--- config.mk ---
export PLATFORM = sky130hd
export DESIGN_NAME = shared_wr_port_arbiter
export DESIGN_NICKNAME = d
export VERILOG_FILES = /design/src/rtl/shared_wr_port_arbiter.sv
export SDC_FILE = /design/constraint.sdc
export NUM_CORES = 1
export LEC_CHECK = 0
export BUFFER_PORTS_ARGS = -buffer_cell sky130_fd_sc_hd__buf_4
export CELL_PAD_IN_SITES_DETAIL_PLACEMENT = 1
export CELL_PAD_IN_SITES_GLOBAL_PLACEMENT = 2
export CORE_ASPECT_RATIO = 1.1
export CORE_UTILIZATION = 45
export DETAILED_ROUTE_END_ITERATION = 12
export PLACE_DENSITY_LB_ADDON = 0.1
export SLEW_MARGIN = 20
export SYNTH_ARGS = -nofsm -noshare
export SYNTH_HDL_FRONTEND = slang
export SYNTH_SLANG_ARGS = --single-unit
export TNS_END_PERCENT = 100
--- constraint.sdc ---
create_clock -name clk -period 12.01 [get_ports clk]
set_input_delay 2.402 -clock clk [delete_from_list [all_inputs] [get_ports clk]]
set_output_delay 2.402 -clock clk [all_outputs]
set_load 0.02 [all_outputs]
--- src/rtl/shared_wr_port_arbiter.sv ---
`default_nettype none
// ============================================================================
// shared_wr_port_arbiter : round-robin arbiter funnelling NREQ lane-masked
// writers onto a 1W/1R memory. Optional same-address lane merge: SHARED_WR_MERGE_EN.
// Rev 1.0
// ============================================================================
module shared_wr_port_arbiter #(
  parameter int NREQ   = 3,
  parameter int ADDR_W = 4,
  parameter int DATA_W = 32,
  parameter int LANE_W = 8
) (
  input  logic                               clk,
  input  logic                               rst_n,
  input  logic [NREQ-1:0]                    req_valid,
  output logic [NREQ-1:0]                    req_ready,
  input  logic [NREQ*ADDR_W-1:0]             req_addr,
  input  logic [NREQ*DATA_W-1:0]             req_data,
  input  logic [NREQ*(DATA_W/LANE_W)-1:0]    req_be,
  input  logic [ADDR_W-1:0]                  rd_addr,
  output logic [DATA_W-1:0]                  rd_data,
  output logic [2:0]                         grant_id,
`ifdef SHARED_WR_MERGE_EN
  output logic                               merge_fire,
`endif
  output logic                               wr_fire
);

  localparam int NLANE = DATA_W / LANE_W;
  localparam int DEPTH = 1 << ADDR_W;
  localparam int NSLOT = 8;

  logic [DATA_W-1:0] mem [DEPTH];
  logic [2:0]        r_last_grant;

  // Requesters unpacked into 8 slots so a 3-bit index always selects cleanly.
  logic [NSLOT-1:0]  w_valid;
  logic [ADDR_W-1:0] w_addr [NSLOT];
  logic [DATA_W-1:0] w_data [NSLOT];
  logic [NLANE-1:0]  w_be   [NSLOT];

  for (genvar i = 0; i < NSLOT; i++) begin : g_slot
    if (i < NREQ) begin : g_live
      assign w_valid[i] = req_valid[i];
      assign w_addr[i]  = req_addr[i*ADDR_W +: ADDR_W];
      assign w_data[i]  = req_data[i*DATA_W +: DATA_W];
      assign w_be[i]    = req_be[i*NLANE +: NLANE];
    end else begin : g_pad
      assign w_valid[i] = 1'b0;
      assign w_addr[i]  = '0;
      assign w_data[i]  = '0;
      assign w_be[i]    = '0;
    end
  end

  function automatic logic [2:0] wrap_add(input logic [2:0] base, input int off);
    logic [3:0] s;
    s = {1'b0, base} + 4'(off);
    if (s >= 4'(NREQ)) s = s - 4'(NREQ);
    return s[2:0];
  endfunction

  logic       w_any;
  logic [2:0] w_win;

  always_comb begin
    logic [2:0] idx;
    w_any = 1'b0;
    w_win = 3'd0;
    for (int off = 1; off <= NREQ; off++) begin
      idx = wrap_add(r_last_grant, off);
      if (!w_any && w_valid[idx]) begin
        w_any = 1'b1;
        w_win = idx;
      end
    end
  end

`ifdef SHARED_WR_MERGE_EN
  logic       w_mrg;
  logic [2:0] w_mid;

  // Partner must follow the winner in rotation, share its address, and touch disjoint lanes.
  always_comb begin
    logic [2:0] idx;
    w_mrg = 1'b0;
    w_mid = 3'd0;
    for (int off = 1; off < NREQ; off++) begin
      idx = wrap_add(w_win, off);
      if (w_any && !w_mrg && w_valid[idx] && (w_addr[idx] == w_addr[w_win]) &&
          ((w_be[idx] & w_be[w_win]) == '0)) begin
        w_mrg = 1'b1;
        w_mid = idx;
      end
    end
  end
`endif

  logic [ADDR_W-1:0] w_wr_addr;
  logic [DATA_W-1:0] w_wr_data;
  logic [NLANE-1:0]  w_wr_be;

  always_comb begin
    w_wr_addr = w_addr[w_win];
    w_wr_data = w_data[w_win];
    w_wr_be   = w_be[w_win];
`ifdef SHARED_WR_MERGE_EN
    if (w_mrg) begin
      w_wr_be = w_be[w_win] | w_be[w_mid];
      for (int j = 0; j < NLANE; j++) begin
        if (w_be[w_mid][j]) w_wr_data[j*LANE_W +: LANE_W] = w_data[w_mid][j*LANE_W +: LANE_W];
      end
    end
`endif
  end

  always_comb begin
    req_ready = '0;
    for (int i = 0; i < NREQ; i++) begin
      req_ready[i] = rst_n && w_any && (w_win == 3'(i));
`ifdef SHARED_WR_MERGE_EN
      req_ready[i] = req_ready[i] || (rst_n && w_mrg && (w_mid == 3'(i)));
`endif
    end
  end

  assign wr_fire  = rst_n && w_any;
  assign grant_id = wr_fire ? w_win : 3'd0;
`ifdef SHARED_WR_MERGE_EN
  assign merge_fire = wr_fire && w_mrg;
`endif

  always_ff @(posedge clk or negedge rst_n) begin
    if (!rst_n) begin
      r_last_grant <= 3'(NREQ - 1);
    end else if (wr_fire) begin
      r_last_grant <= w_win;
    end
  end

  // Single masked write port; memory contents deliberately survive reset.
  always_ff @(posedge clk) begin
    if (wr_fire) begin
      for (int j = 0; j < NLANE; j++) begin
        if (w_wr_be[j]) mem[w_wr_addr][j*LANE_W +: LANE_W] <= w_wr_data[j*LANE_W +: LANE_W];
      end
    end
  end

  always_ff @(posedge clk or negedge rst_n) begin
    if (!rst_n) begin
      rd_data <= '0;
    end else begin
      rd_data <= mem[rd_addr];
    end
  end

endmodule
`default_nettype wire

==> results.txt <==
The run finished with clean final reports. Total number of placement rows: 85. For the final routed database, the setup TNS stands at 0 ns. In this run the number of H-tree levels came out at 2. The number of buffers on the longest clock path came out at 3. The congestion estimate from routability-driven global placement came to 0.768. The most repeated cell in the gate-level netlist after synthesis is edfxtp_1. For the required time of the critical path, the log shows 9.61 ns. Maximum frequency from static timing analysis: 0.140 GHz. When the netlist entered floorplanning its net count stood at 1250. The worst path uses 59.5% of the clock period. The number of warnings issued by yosys is 0. The type of the worst setup path was in -> out. Entering global routing, the biggest net connects 89 pins. For this configuration, the core starts out at a cell density of 45.8%. Summed over all nets, the switching power comes to 2.63 mW. The first routing iteration left 915 violations.

The post-synthesis async set-or-reset flop share came out at 6.40%. The worst setup path is captured at a primary output. The logs give 35.3% for the fraction of power consumed by combinational cells and 21.5% for the clock group share of total power. The synthesized design contains 512 enable-type register cells. The number of hold buffers added after CTS is 0. The final critical delay including setup and external delays works out to 7.14 ns. The run gives 1 as the initial antenna violation count.

Setup repair after global routing left no endpoint under its margin. The worst hold path class is reg -> reg. The tools report the total I/O pin count as 168. The number of gates resized after CTS was 0.

The count of buffers added on input and output ports is 166. The first-pass GRT wire length came out at 76600 µm. TritonCTS built the clock tree. Along the worst path, the maximum fanout reaches 11. Proportion of layout cells with a drive suffix above 1: 38.4%.

After detailed routing, the number of vias per cell comes to 5.60. The worst vdd rail ir drop was 0.464 mV; the die width was 215 µm. In this run the cell area of the synthesized design comes to 22500 µm². The leading register cell type out of synthesis was edfxtp_1. After synthesis, flip-flops and latches occupy 72.1% of the total area. For this run, the total global-route usage over all layers was measured as 20.6%. The number of stages on the worst hold path works out to 1. The commonest cells after synthesis are edfxtp_1, mux4_2, nor3_1. After clock tree synthesis, the clock-pin slew on the worst setup and hold paths is 0.06 ns. Largest area contributor in the synthesized netlist: edfxtp_1. The tools report the final setup violation count as 0. Number of hold violations in the final report: 0. The number of storage elements in the synthesis netlist is 547, and the leftover overflow at the end of global routing is 0. The wire length per cell is 25.2 µm. After detailed routing, the number of remaining DRC violations is 0.

For the via count of the first global-routing pass, the log shows 12.1k. After detailed routing, the total wire length is 51600 µm. Power per cell area: 284 nW/µm². On the final layout, the worst clock skew is 0.0203 ns. The die covers 51000 µm². At the worst endpoint, the arrival time is 4.74 ns.

STA classifies the critical path startpoint as a primary input. For the pin with the worst max-slew slack, the measured transition is 1.05 ns. The number of clock buffers added by TritonCTS is 54. The count of nets left with antenna violations after detail routing was 0; the number of distinct library cells after synthesis was 66. Headroom to the max-slew limit came out at 30.1%.

In this run the static leakage power is 8.88 nW. The tightest hold path in the finished design has a slack of 0.611 ns. The internal power was 4.93 mW; the total iterations of the first detailed-routing run was 5. The part of the power in registers was 43.2%.

Each instance of the synthesized netlist takes up on average 20.2 µm². For the clock latency of the later-clocked register in the worst-skew pair, the log shows 0.60 ns. The die height was 237 µm; the via count of the routed design was 11.5k. After technology mapping, the gate count stands at 1113.

From synthesis to final layout, the design area changed by 18.4%. Clock tree synthesis selected as its root buffer the cell clkbuf_16. For the total count of max-transition violations in the final report, the log shows 0.

In this run the post-CTS setup repair buffer count came out at 0. The final net count was 1488; the number of cell instances on the worst register-to-register path was 11. Of the post-synthesis cell area, the dominant cell type holds 68.3%. After synthesis, the cell types taking the most area are edfxtp_1, mux4_2, dfrtp_1, nor3_1, mux2i_1. The area of the core was 49100 µm²; the switching power share of the total was 34.8%.

The logs give 547 for the clock sink count and 32100 µm for the HPWL reported at the end of detailed placement. The repair_antennas step left the layout with diodes totalling 0. Across the run, the number of max-cap violations was 0.
[placed cells by master (no fill, tap or decap), types with 4 or more instances in the layout]
master        n
edfxtp_1    512
buf_4       254
mux4_2      161
clkbuf_16    55
nor3_1       53
o21ai_0      42
nand2_1      40
mux2i_1      34
dfrtp_1      34
nor3_2       17
clkinv_1     15
inv_1        14
a21oi_1      13
clkinv_2     11
nor2_1       10
clkbuf_1      9
nand2b_1      8
ha_1          8
and2_1        6
nor4_1        6
xnor2_1       4
and4b_1       4
a32o_1        4
a211oi_2      4
o21ai_2       4
clkinvlp_4    4
bufinv_16     4
[kinds of logic (layout without fill, tap and decap cells)]
logic type	after synthesis	count (layout)	share of synthesized area [%]
muxes	196	196	17.7
DFF	547	547	72.1
other	1	1	0.0166
adders and majority gates	8	8	0.444
AOI/OAI and AO/OA	104	104	3.62
xor gates and xnor gates	7	7	0.417
buffers and inverters	88	371	2.02
and+or+nand+nor	162	162	3.69
[cell type report]
cell class	instances	area [µm²]
inverter	15	56.3
fill	4482	22500
tap	652	816
clock inverter	35	275
timing repair buffer	255	1920
sequential	547	16300
multi-input combinational	478	5910
clock buffer	66	1440
[critical path: stages]
cell and delay [ns]:
buf_4 0.16, and2_1 0.14, mux4_2 0.46, o32a_4 0.37, a2111oi_4 0.21, a21bo_2 0.22, clkinv_1 0.31, and2_1 0.31
buf_4 0.16
[metal layers]
| metal | track usage, % | wire length, µm |
|---|---|---|
| met1 | 28.1 | 22400 |
| met2 | 35.1 | 26300 |
| met3 | 3.03 | 2170 |
| met4 | 4.64 | 754 |
| met5 | 0 | 0 |
[flip-flops by register name, summed over array words and instances (netlist names)]
name,count
r_last_grant,3
rd_data,32
mem,512
[power by group through the flow]
| stage | logic [mW] | registers (mW) | clock network [mW] |
|---|---|---|---|
| after floorplan | 1.56 | 3.34 | 0 |
| after global placement | 2.58 | 3.29 | 0 |
| after detailed placement | 2.69 | 3.31 | 0 |
| after CTS | 2.69 | 3.28 | 1.66 |
| after global routing | 2.90 | 3.29 | 1.72 |
| final | 2.67 | 3.27 | 1.63 |
[path summary, 6_finish.rpt]
| path | endpoint | startpoint | slack [ns] |
|---|---|---|---|
| worst max-delay path | grant_id[1] | req_valid[2] | 4.87 |
| worst min-delay path | r_last_grant[1]$_DFFE_PN1P_ | r_last_grant[1]$_DFFE_PN1P_ | 0.61 |
| worst max register to register | mem[11][12]$_DFFE_PP_ | r_last_grant[0]$_DFFE_PN0P_ | 6.09 |
| worst min register to register | r_last_grant[1]$_DFFE_PN1P_ | r_last_grant[1]$_DFFE_PN1P_ | 0.61 |
| max in group asynchronous | rd_data[16]$_DFF_PN0_ | rst_n | 9.54 |
| min in group asynchronous | rd_data[28]$_DFF_PN0_ | rst_n | 2.02 |
[stage by stage]
step / utilization, % / setup slack (ns) / power, mW / cells / cell area (µm²)
finish: 54.3 / 4.87 / 7.56 / 2048 / 26700
global route: 54.3 / 4.58 / 7.92 / 2048 / 26700
global placement: 50.6 / 4.88 / 5.87 / 1947 / 24900
floorplan: - / 4.76 / 4.91 / 1113 / 22500
CTS: 54.2 / 4.84 / 7.63 / 2048 / 26600
detailed placement: 50.7 / 4.85 / 6.00 / 1947 / 24900
(Power assumes the default switching activity.)
